$ cat config.mk
export PLATFORM = sky130hd
export DESIGN_NAME = game_controller
export DESIGN_NICKNAME = d
export VERILOG_FILES = /design/src/rtl/baseball_pkg.sv /design/src/rtl/runner_advance.sv /design/src/rtl/game_controller.sv
export SDC_FILE = /design/constraint.sdc
export NUM_CORES = 1
export LEC_CHECK = 0
export CORE_AREA = 2 2 77 79
export DETAILED_ROUTE_END_ITERATION = 6
export DIE_AREA = 0 0 79 81
export GPL_ROUTABILITY_DRIVEN = 0
export PLACE_DENSITY = 0.81
export SLEW_MARGIN = 0
export SYNTH_ARGS = -nofsm -noshare
export SYNTH_HDL_FRONTEND = slang
export SYNTH_SLANG_ARGS = --single-unit
$ cat constraint.sdc
create_clock -name clk -period 13.45 [get_ports clk]
set_clock_uncertainty 0.1 [all_clocks]
set_input_delay 3.3625 -clock clk [delete_from_list [all_inputs] [get_ports clk]]
set_output_delay 3.3625 -clock clk [all_outputs]
set_load 0.1 [all_outputs]
$ cat src/rtl/baseball_pkg.sv
// baseball_pkg: shared state, result and hit-pulse definitions for the game controller
//   exports: state codes, result_t, HIT_* bit positions within hit_pulse
package baseball_pkg;
   localparam logic [1:0] READY = 2'd0, PITCH = 2'd1, WAIT_RESULT = 2'd2, OVER = 2'd3;
   typedef enum logic [2:0] {R_NONE, R_SINGLE, R_DOUBLE, R_TRIPLE, R_HOMERUN, R_OUT} result_t;
   localparam int HIT_HOMERUN = 0, HIT_TRIPLE = 1, HIT_DOUBLE = 2, HIT_SINGLE = 3;
endpackage

$ cat src/rtl/runner_advance.sv
// runner_advance: combinational runner movement and runs scored for one at-bat result
//   bases      in   runners on [0] first, [1] second, [2] third
//   result     in   at-bat result; R_NONE/R_OUT leave the bases untouched
//   next_bases out  runners after the play
//   runs       out  runs crossing home on the play
module runner_advance
   import baseball_pkg::*;
(
   input  logic [2:0] bases,
   input  result_t    result,
   output logic [2:0] next_bases,
   output logic [2:0] runs
);
   logic [2:0] pc;
   always_comb begin
      pc = 3'(bases[0]) + 3'(bases[1]) + 3'(bases[2]);
      next_bases = result == R_SINGLE  ? {bases[1:0], 1'b1} :
                   result == R_DOUBLE  ? {bases[0], 2'b10}  :
                   result == R_TRIPLE  ? 3'b100             :
                   result == R_HOMERUN ? 3'b000             : bases;
      runs = result == R_SINGLE  ? 3'(bases[2])                :
             result == R_DOUBLE  ? 3'(bases[2]) + 3'(bases[1]) :
             result == R_TRIPLE  ? pc                          :
             result == R_HOMERUN ? pc + 3'd1                   : 3'd0;
   end
endmodule

$ cat src/rtl/game_controller.sv
// game_controller: sequences a baseball game around the batting unit
//   clk, reset (async, active-high), new_game (sync clear)
//   swing, hit_pulse {single,double,triple,homerun}, out_pulse  -> button and batting-unit inputs
//   bat_start, bases, outs, half, inning, score_top, score_bottom, game_over -> registered outputs
module game_controller
   import baseball_pkg::*;
#(
   parameter int INNINGS     = 9,
   parameter int SCORE_W     = 7,
   parameter int TIMEOUT_CYC = 1000000
) (
   input  logic               clk,
   input  logic               reset,
   input  logic               new_game,
   input  logic               swing,
   input  logic [3:0]         hit_pulse,
   input  logic               out_pulse,
   output logic               bat_start,
   output logic [2:0]         bases,
   output logic [1:0]         outs,
   output logic               half,
   output logic [3:0]         inning,
   output logic [SCORE_W-1:0] score_top,
   output logic [SCORE_W-1:0] score_bottom,
   output logic               game_over
);
   localparam int CW = $clog2(TIMEOUT_CYC);
   localparam int SW = SCORE_W + 3;
   logic [1:0]         state_q, state_d;
   logic               swing_q, bat_start_q, game_over_q;
   logic [2:0]         bases_q, bases_d, nb, runs;
   logic [1:0]         outs_q, outs_d;
   logic               half_q, half_d;
   logic [3:0]         inning_q, inning_d;
   logic [SCORE_W-1:0] top_q, top_d, bot_q, bot_d;
   logic [CW-1:0]      cnt_q, cnt_d;
   logic [SW-1:0]      top_sum, bot_sum;
   logic               is_hit, last, third, walkoff, over_now;
   result_t            res;

   runner_advance u_adv (.bases(bases_q), .result(res), .next_bases(nb), .runs(runs));

   always_comb begin
      res = state_q != WAIT_RESULT        ? R_NONE    :
            hit_pulse[HIT_HOMERUN]        ? R_HOMERUN :
            hit_pulse[HIT_TRIPLE]         ? R_TRIPLE  :
            hit_pulse[HIT_DOUBLE]         ? R_DOUBLE  :
            hit_pulse[HIT_SINGLE]         ? R_SINGLE  :
            out_pulse || cnt_q == CW'(TIMEOUT_CYC - 1) ? R_OUT : R_NONE;
      is_hit  = res != R_NONE && res != R_OUT;
      top_sum = SW'(top_q) + SW'(runs);
      bot_sum = SW'(bot_q) + SW'(runs);
      // any carry above SCORE_W means the counter is pinned at all-ones
      top_d = is_hit && !half_q ? (|top_sum[SW-1:SCORE_W] ? '1 : top_sum[SCORE_W-1:0]) : top_q;
      bot_d = is_hit && half_q  ? (|bot_sum[SW-1:SCORE_W] ? '1 : bot_sum[SCORE_W-1:0]) : bot_q;
      last     = inning_q == 4'(INNINGS);
      third    = res == R_OUT && outs_q == 2'd2;
      walkoff  = is_hit && half_q && last && bot_d > top_q;
      // final top half ends the game only if home already leads; final bottom half always ends it
      over_now = walkoff || (third && last && (half_q || bot_q > top_q));
      state_d = state_q == READY ? (swing && !swing_q ? PITCH : READY) :
                state_q == PITCH ? (swing ? PITCH : WAIT_RESULT) :
                state_q == WAIT_RESULT ? (res == R_NONE ? WAIT_RESULT : over_now ? OVER : READY) : OVER;
      bases_d  = third ? 3'b000 : is_hit ? nb : bases_q;
      outs_d   = res == R_OUT ? (third ? 2'd0 : outs_q + 2'd1) : outs_q;
      half_d   = third && !over_now ? ~half_q : half_q;
      inning_d = third && !over_now && half_q ? inning_q + 4'd1 : inning_q;
      cnt_d    = state_q == WAIT_RESULT && res == R_NONE ? cnt_q + 1'b1 : '0;
   end

   // swing_q clears to 1 so a button already held at reset/new_game is not a rising edge
   always_ff @(posedge clk or posedge reset) begin
      if (reset) begin
         state_q <= READY; swing_q <= 1'b1; bat_start_q <= 1'b0; game_over_q <= 1'b0;
         bases_q <= '0; outs_q <= '0; half_q <= 1'b0; inning_q <= 4'd1;
         top_q <= '0; bot_q <= '0; cnt_q <= '0;
      end else if (new_game) begin
         state_q <= READY; swing_q <= 1'b1; bat_start_q <= 1'b0; game_over_q <= 1'b0;
         bases_q <= '0; outs_q <= '0; half_q <= 1'b0; inning_q <= 4'd1;
         top_q <= '0; bot_q <= '0; cnt_q <= '0;
      end else begin
         state_q <= state_d; swing_q <= swing;
         bat_start_q <= state_d == PITCH; game_over_q <= state_d == OVER;
         bases_q <= bases_d; outs_q <= outs_d; half_q <= half_d; inning_q <= inning_d;
         top_q <= top_d; bot_q <= bot_d; cnt_q <= cnt_d;
      end
   end

   assign bat_start    = bat_start_q;
   assign game_over    = game_over_q;
   assign bases        = bases_q;
   assign outs         = outs_q;
   assign half         = half_q;
   assign inning       = inning_q;
   assign score_top    = top_q;
   assign score_bottom = bot_q;
endmodule

# After elaboration in Yosys (flattened, before gate mapping)
# Cells that the tools add are included.
# W data, S select, Z words.
# classes
n_addsub	9
order_cmp	2
eq_ne	14
n_mux	43
bitwise_logic	1
reduce_logical	30
# op_table
op	n
$mux W3	17
$mux W7	6
$mux W20	2
$add A20 B1 Y20 const B	1
$eq A20 B20 Y1 const B	1
$mux W2	10
$add A7 B3 Y8	2
$gt A7 B7 Y1	2
$logic_and A1 B1 Y1	12
$mux W4	2
$reduce_bool A2 Y1	4
$eq A2 B2 Y1 const B	3
$eq A3 B2 Y1 const B	2
$eq A3 B3 Y1 const B	2
$mux W1	6
$reduce_bool A3 Y1	2
$reduce_bool A6 Y1	1
$reduce_or A3 Y1	2
$add A1 B1 Y2	2
$add A4 B1 Y4 const B	1
$eq A2 B1 Y1 const B	2
$eq A4 B4 Y1 const B	1
$add A3 B1 Y3	1
$add A3 B1 Y3 const B	1
other kinds (10)	14
# word_totals
register_bits	49
output_inout_bits	26
wordCells	110

# Logic depth before layout (Yosys ltp)
# Gate-level depths: netlist of run 1.
# logic_depth
depth_word	27
depth_mapped	19
ltp_nobuf	19

# By module
# Synthesis of run 1 repeated with hierarchy kept, for this count alone.
# hier_totals
cells_unflattened	369
hier_area_um2	3313.2
# by_module_without_submodules
module	instances	cells_per_inst	area_each_um2
game_controller	1	334	3074.2
runner_advance	1	35	239.0

# Least setup slack after synthesis of run 1
# OpenSTA, ideal clock, no wires.
# synth_path
kind	input port to flip-flop
startpoint	in hit_pulse[1]
endpoint	reg state_q[0]
t_arrival_ns	6.201
required_time_ns	13.208
path_slack_ns	7.007
stages	14
path_buffers	1
path_cell_list	buf_2 > nand2b_1 > a2111oi_4 > xor2_1 > ha_1 > a21oi_1 > o21ai_0 > o211a_1 > nor2_1 > ha_1 > a2111oi_0 > nand2_1 > a21oi_2 > a221oi_2
# synth_between
elab_chain_cells	21
# synth_lines
item	line	text
start: declaration	game_controller.sv:16	input logic [3:0] hit_pulse,
$mux W3 *	game_controller.sv:46	hit_pulse[HIT_TRIPLE] ? R_TRIPLE :
$mux W3 *	game_controller.sv:45	hit_pulse[HIT_HOMERUN] ? R_HOMERUN :
$mux W3 *	game_controller.sv:44	res = state_q != WAIT_RESULT ? R_NONE :
$eq A3 B3 Y1	runner_advance.sv:24	result == R_HOMERUN ? pc + 3'd1 : 3'd0;
$mux W3	runner_advance.sv:24	
$mux W3	runner_advance.sv:23	result == R_TRIPLE ? pc :
$mux W3	runner_advance.sv:22	result == R_DOUBLE ? 3'(bases[2]) + 3'(bases[1]) :
$mux W3	runner_advance.sv:21	runs = result == R_SINGLE ? 3'(bases[2]) :
[4 not listed]	-	
$gt A7 B7 Y1	game_controller.sv:58	walkoff = is_hit && half_q && last && bot_d > top_q;
$logic_and A1 B1 Y1	game_controller.sv:58	
$logic_or A1 B1 Y1	game_controller.sv:60	over_now = walkoff || (third && last && (half_q || bot_q > top_q));
$mux W2	game_controller.sv:63	state_q == WAIT_RESULT ? (res == R_NONE ? WAIT_RESULT : over_now ? OVER : READY) : OVER;
$mux W2 * (2 in series)	game_controller.sv:63	
$mux W2 *	game_controller.sv:62	state_q == PITCH ? (swing ? PITCH : WAIT_RESULT) :
$mux W2 *	game_controller.sv:61	state_d = state_q == READY ? (swing && !swing_q ? PITCH : READY) :
$mux W2 *	game_controller.sv:77	end else if (new_game) begin
end signal: assignment	game_controller.sv:82	state_q <= state_d; swing_q <= swing;
end: declaration	game_controller.sv:29	logic [1:0] state_q, state_d;
# Mark *: on every way between the ends. The rest lies on a longest branch, timed or not.
# A chain may end at the register's enable or synchronous reset.

# Final worst setup path of run 1
# layout_path
startpoint	in hit_pulse[1]
endpoint	reg game_over_q (netlist: game_over)
# layout_between
elab_chain_cells	22
# layout_lines
item	line	text
$mux W3 *	game_controller.sv:46	
$mux W3 *	game_controller.sv:45	
$mux W3 *	game_controller.sv:44	
$eq A3 B3 Y1	runner_advance.sv:24	
$mux W3	runner_advance.sv:24	
$mux W3	runner_advance.sv:23	
$mux W3	runner_advance.sv:22	
$mux W3	runner_advance.sv:21	
[5 not listed]	-	
$logic_and A1 B1 Y1	game_controller.sv:58	
$logic_or A1 B1 Y1	game_controller.sv:60	
$mux W2	game_controller.sv:63	
$mux W2 * (2 in series)	game_controller.sv:63	
$mux W2 *	game_controller.sv:62	
$mux W2 *	game_controller.sv:61	
$eq A2 B2 Y1 *	game_controller.sv:83	bat_start_q <= state_d == PITCH; game_over_q <= state_d == OVER;
$mux W1 *	game_controller.sv:77	
end signal: assignment	game_controller.sv:74	state_q <= READY; swing_q <= 1'b1; bat_start_q <= 1'b0; game_over_q <= 1'b0;
end signal: assignment	game_controller.sv:78	state_q <= READY; swing_q <= 1'b1; bat_start_q <= 1'b0; game_over_q <= 1'b0;
end signal: assignment	game_controller.sv:83	
end: declaration	game_controller.sv:30	logic swing_q, bat_start_q, game_over_q;
# Marks and branches as above.

==> metrics.txt, run 1 <==
status=finished clean; Critical Path RT=13530 ps; commonest cells in the netlist=47 x dfrtp_1, 42 x nor2_1, 27 x ha_1, 23 x nand2_1, 20 x a21oi_1; DP Worst Slack=6170 ps; Main synth FF type=dfrtp_1; RR Startpoint=bases[0]$_DFFE_PP0P_; Final setup viols=0; Crit. Startpoint=hit_pulse[1]; Syn Inst Count=350; Final Hold Vio Count=0; Rel. slew slack=31.0%; adder-cell area share of the yosys netlist=12.1%; GRT overflow=0; Boundary Pins=35; post-synthesis xor/xnor area fraction=6.42%; Core ar.=5680 µm²; H-tree lvl count=2; power per cell area=68.5 nW/µm²; Die Y=81 µm; #FFs+latches synth=49; main combinational cell family by area after synthesis=simple AND/OR/NAND/NOR gates; total number of vias=2663; Initial Utilization=57.7%; Area contributors post-synth=dfrtp_1 36%, ha_1 10%, nor2_1 4.8%, xor2_1 4.5%, a21oi_1 3.1%; post-CTS setup buffer count=0; post-synth top area share=35.9%; vias in the first global route=2605; Reg-to-Reg End=game_over$_DFF_PP0_; cts repair resizes=0; WL per Instance=15.0 µm; row cnt=28; Sum Neg Setup Slack=0 ps; mux share of post-synthesis cell area=1.87%; sequential area share after synthesis=37.5%; synth warn=0; # hold bufs at CTS=0; FFs w/ async S/R, synth=100%; Skew-Pair Late Insertion Delay=300 ps; Hold WS=380 ps; CTS Buffer Depth=2; Starting DRT DRC Count=164; fmax=0.144 GHz; critical path class=in2reg; Die W=79 µm; CTS tree=built; share of cells above drive strength 1=7.29%; worst vdd ir=0.0000599 V; Max-Cap Viols=0; Hold Path Class=reg2reg; Num CTS Buffers=5; Final ANT Viol Nets=0; # DRC=0; setup ws final=6490 ps; top-count cell post-synth=dfrtp_1; Synth Area in Compound Gates=15.0%; total track usage=23.5%; initial antenna violation count=0; hpwl dp=5070 µm; Max Slew Vio Count=0; Worst Reg-to-Reg Cells=16; post-synthesis cell type count=59; DRT Pass-1 Iters=4; CP arrival=7050 ps; minimum clock period=6960 ps; Post-Synth Simple-Gate Area=23.3%; worst-margin pin slew=1030 ps; final period utilization=51.8%; Port Buffer Count=34; unrepaired setup endpoints after global routing=no; CP Launch Type=input pin; die area=6400 µm²; Synth area leader=dfrtp_1; r2r setup slk=8750 ps; DR vias/cell=5.80; CTS Sinks=49; Mapped Area=3280 µm²; root buf cell=clkbuf_8; P&R area growth vs syn=15.1%; syn_nets=388; global-route wire length before repair=12000 µm; final wirelength=6890 µm; Lkg Pwr=1.57 nW; syn avg cell area=9.36 µm²; ANT cells=0; end of the critical path=game_over$_DFF_PP0_; crit end category=flip-flop; clock transition at the registers of the reported paths=100 ps; worst-path maximum fanout=10; total power=0.258 mW; largest net degree at the start of global routing=50; number of synthesized flops with an enable pin=0; layout net count=421
-- placed cells by master, fill, tap and decap left out, types with 5 or more instances in the layout --
| cell | n |
|---|---|
| o21ai_0 | 10 |
| ha_1 | 27 |
| nand4_1 | 8 |
| xor2_1 | 17 |
| nand2_1 | 23 |
| and3_1 | 6 |
| mux2i_1 | 5 |
| clkdlybuf4s50_1 | 34 |
| nor2b_1 | 5 |
| nor3_1 | 11 |
| a211oi_1 | 7 |
| dfrtp_1 | 47 |
| a31oi_1 | 6 |
| nand3_1 | 17 |
| a21oi_1 | 20 |
| clkbuf_8 | 7 |
| inv_1 | 16 |
| xnor2_1 | 7 |
| or3_1 | 5 |
| nor2_1 | 42 |
-- sequential cells by signal, indices dropped and copies added, names as in the netlist --
register      count
bat_start         1
swing_q           1
half              1
cnt_q            20
state_q           2
score_top         7
game_over         1
bases             3
outs              2
score_bottom      7
inning            4
-- final cells by class --
class                      instances  area (µm²)
sequential                        49        1230
fill                             472        1910
multi-input combinational        274        1920
inverter                          17        63.8
clock inverter                     1        8.76
tap                               75        93.8
timing repair buffer              36         355
clock buffer                       7        96.3
-- cell families (layout without fill, tap and decap cells) --
group | Yosys count | count (layout)
and+or+nand+nor | 146 | 146
xor gates and xnor gates | 24 | 24
AOI/OAI and AO/OA | 67 | 67
adders and majority gates | 31 | 31
buffers and inverters | 27 | 61
DFF | 49 | 49
muxes | 6 | 6
-- worst min path at each step --
stage                    startpoint             endpoint  slack [ps]  cells after the start
5_1_grt        state_q[1]$_DFF_PP0_  bat_start$_DFF_PP0_         410                      1
4_1_cts        state_q[1]$_DFF_PP0_  bat_start$_DFF_PP0_         380                      1
2_1_floorplan  state_q[1]$_DFF_PP0_  bat_start$_DFF_PP0_         350                      1
3_3_place_gp   state_q[1]$_DFF_PP0_  bat_start$_DFF_PP0_         370                      1
6_report       state_q[1]$_DFF_PP0_  bat_start$_DFF_PP0_         380                      1
3_5_place_dp   state_q[1]$_DFF_PP0_  bat_start$_DFF_PP0_         370                      1
-- critical path: stages --
cell and delay (ps):
clkdlybuf4s50_1 570, nand2b_1 260, a2111oi_4 620, xor2_1 200
ha_1 160, a21oi_1 60, o21ai_0 350, o211a_1 220
nor2_1 40, ha_1 300, a2111oi_0 410, nand2_1 120
a21oi_2 260, a211oi_1 120
-- through the flow --
step	std cells	utilization, %	instance area (µm²)
final	459	66.4	3770
after global routing	459	66.4	3770
after CTS	459	66.4	3770
after detailed placement	451	64.6	3660
after global placement	451	64.6	3660
after floorplan	350	-	3280
-- metal layers --
layer  part of all wire [%]  GRT usage, %
met1                     47          32.2
met4                   0.90          6.21
met2                     49          38.8
met3                    3.4          4.22
met5                      0             0
-- where the power goes --
part	internal [mW]	switching [mW]
Combinational	0.00413	0.00885
Clock	0.0476	0.0498
Sequential	0.148	0.000252
Total	0.199	0.0589
Power figures use the tool's default switching activity.
==> inputs of run 2 (changes only) <==
--- a/config.mk
+++ b/config.mk
@@ -5,11 +5,11 @@
 export SDC_FILE = /design/constraint.sdc
 export NUM_CORES = 1
 export LEC_CHECK = 0
-export CORE_AREA = 2 2 77 79
+export CORE_AREA = 2 2 79 81
 export DETAILED_ROUTE_END_ITERATION = 6
-export DIE_AREA = 0 0 79 81
+export DIE_AREA = 0 0 81 83
 export GPL_ROUTABILITY_DRIVEN = 0
-export PLACE_DENSITY = 0.81
+export PLACE_DENSITY = 0.77
 export SLEW_MARGIN = 0
 export SYNTH_ARGS = -nofsm -noshare
 export SYNTH_HDL_FRONTEND = slang
==> constraint.sdc (replaced) <==
create_clock -name clk -period 6.7 [get_ports clk]
set_clock_uncertainty 0.1 [all_clocks]
set_input_delay 1.675 -clock clk [delete_from_list [all_inputs] [get_ports clk]]
set_output_delay 1.675 -clock clk [all_outputs]
set_load 0.1 [all_outputs]
==> metrics.txt, run 2 (synthesized netlist as in run 1, its figures left out) <==
vias in the first global route=2521 (-3.2%); sw frac=24.2% (+1.4 points); DR vias/cell=5.81 (+0.11%); status=finished clean; Core ar.=5820 µm² (+2.5%); met3 GRT Util=2.83% (-1.4 points); cell seen most often among critical-path stages=ha_1; Boundary Pins=35 (unchanged); commonest non-fill, non-tap cell in the layout=dfrtp_1; # hold bufs at CTS=0 (unchanged); Num CTS Buffers=5 (unchanged); row cnt=28 (unchanged); GRT overflow=0 (unchanged); P&R area growth vs syn=14.5%; Reg-to-Reg End=state_q[0]$_DFF_PP0_; P_int=0.380 mW (+90%); Biggest register=cnt_q; CTS Buffer Depth=2 (unchanged); die area=6720 µm² (+5.1%); global route hottest layer=met2; r2r setup slk=1980 ps (-6770 ps); final wirelength=6890 µm (about the same); crit end category=flip-flop; met2 Use GR=34.9% (-4.0 points); Die Y=83 µm (+2.5%); Die W=81 µm (+2.5%); Critical Path RT=6770 ps (-6760 ps); worst-path maximum fanout=10 (unchanged); Final ANT Viol Nets=0 (unchanged); WL per Instance=15.0 µm (about the same); unrepaired setup endpoints after global routing=no; worst-margin pin slew=1020 ps (-13.9 ps); layout net count=421 (unchanged); Crit. Startpoint=hit_pulse[1]; cts repair resizes=0 (unchanged); Rel. slew slack=32.0% (+0.93 points); sw power=0.121 mW (+110%); combinational share of power=5.2% (+0.2 points); RR Startpoint=bases[0]$_DFFE_PP0P_; global-route wire length before repair=11800 µm (-2.2%); Initial Utilization=56.3% (-1.4 points); largest net degree at the start of global routing=50 (unchanged); CTS Sinks=49 (unchanged); Placed Instances=451 (unchanged); initial antenna violation count=0 (unchanged); Worst Hold Path EP=bat_start$_DFF_PP0_; fmax=0.190 GHz; root buf cell=clkbuf_8; routing usage on met1=30.4% (-1.8 points); Lkg Pwr=1.56 nW (-0.59%); max reg flops=20 (unchanged); most frequent cells in the layout=47 x dfrtp_1, 42 x nor2_1, 34 x clkdlybuf4s50_1, 27 x ha_1, 23 x nand2_1; post-CTS setup buffer count=0 (unchanged); Worst Reg-to-Reg Cells=16 (unchanged); max incr delay on CP=660 ps (+40 ps); critical path class=in2reg; Bufs and invs on worst path=1 (unchanged); CP arrival=5340 ps (-1710 ps); worst hold path cell count=1 (unchanged); total number of vias=2666 (+0.11%); H-tree lvl count=2 (unchanged); final period utilization=78.7%; Max-Cap Viols=0 (unchanged); Crit-path slowest cell=a2111oi_4; hpwl dp=5080 µm (+0.22%); worst vdd ir=0.000109 V (+83%); share of cells above drive strength 1=7.03% (-0.26 points); Sum Neg Setup Slack=0 ps (unchanged); Crit path max-delay family=compound AO/OA/AOI/OAI gates; clock transition at the registers of the reported paths=90 ps (about the same); Final Hold Vio Count=0 (unchanged); Starting DRT DRC Count=148 (-9.8%); CP Launch Type=input pin; Skew-Pair Late Insertion Delay=300 ps (about the same); CP cell instances=clkdlybuf4s50_1 -> nand2b_1 -> a2111oi_4 -> xor2_1 -> ha_1 -> a21oi_1 -> o21ai_0 -> o211a_1 -> nor2_1 -> ha_1 -> a2111oi_0 -> nand2_1 -> a21oi_2 -> a221oi_2; clock share of power=35.4% (-2.3 points); CTS tree=built; Port Buffer Count=34 (unchanged); Final setup viols=0 (unchanged); ANT cells=0 (unchanged); Cell Count, Final, Fillers Out=459 (unchanged); Hold Path Class=reg2reg; power per cell area=133 nW/µm² (+95%); total track usage=21.7% (-1.8 points); minimum clock period=5270 ps; part of the power in registers=59.3% (+2.0 points); Max Slew Vio Count=0 (unchanged); Min-Delay Startpoint=state_q[1]$_DFF_PP0_; DRT Pass-1 Iters=4 (unchanged); # DRC=0 (unchanged)
## run 2: cell count changes in the layout (fill, tap and decap cells not counted)
cell,previous run,this run
clkinv_2,0,1
clkbuf_8,7,5
clkbuf_1,0,1
## run 2: layout make-up
cell class / instances / area (µm²)
Clock buffer: 6 / 72.6
Multi-Input combinational cell: 274 / 1920
Fill cell: 503 / 2060
Tap cell: 75 / 93.8
Timing Repair Buffer: 36 / 355
Inverter: 17 / 63.8
Clock inverter: 2 / 13.8
Sequential cell: 49 / 1230
## run 2: worst max path at each step
| stage | slack, ps | cells past startpoint | end |
|---|---|---|---|
| floorplan | 1790 | 16 | state_q[0]$_DFF_PP0_ |
| global placement | 1250 | 14 | game_over$_DFF_PP0_ |
| detailed placement | 1100 | 14 | state_q[0]$_DFF_PP0_ |
| CTS | 1420 | 14 | state_q[0]$_DFF_PP0_ |
| global route | 1000 | 14 | state_q[0]$_DFF_PP0_ |
| finish | 1430 | 14 | state_q[0]$_DFF_PP0_ |
## run 2: stage by stage
step	cell area [µm²]	util [%]	setup slack (ps)	power, mW	hold WS (ps)
after floorplan	3280	-	1790	0.321	346
final	3750	64.5	1430	0.501	389
after global routing	3750	64.5	1000	0.521	412
after global placement	3660	63.0	1250	0.329	378
after detailed placement	3660	63.0	1100	0.329	376
after CTS	3750	64.5	1420	0.506	392
## run 2: layer usage
metal,part of all wire (%),vias up
met1,48,1282
met2,47,50
met5,0,-
met4,1.6,0
met3,3.8,8
li1,-,1326
## run 2: worst register-to-register path: cells and delay by family, from the launching register on
| kind | cells | cell delay (ps) |
|---|---|---|
| AO/OA/AOI/OAI | 7 | 1940 |
| adder cells (fa/ha/maj) | 4 | 1450 |
| flip-flops | 1 | 470 |
| AND/OR/NAND/NOR | 3 | 360 |
| XOR/XNOR | 1 | 210 |
| buffers and inverters | 1 | 70 |
## run 2: power groups by stage
stage	clock network (mW)	logic, mW	registers [mW]
finish	0.177	0.0262	0.297
global route	0.194	0.0291	0.297
CTS	0.182	0.0266	0.297
detailed placement	0	0.0266	0.303
global placement	0	0.0261	0.303
floorplan	0	0.0158	0.305
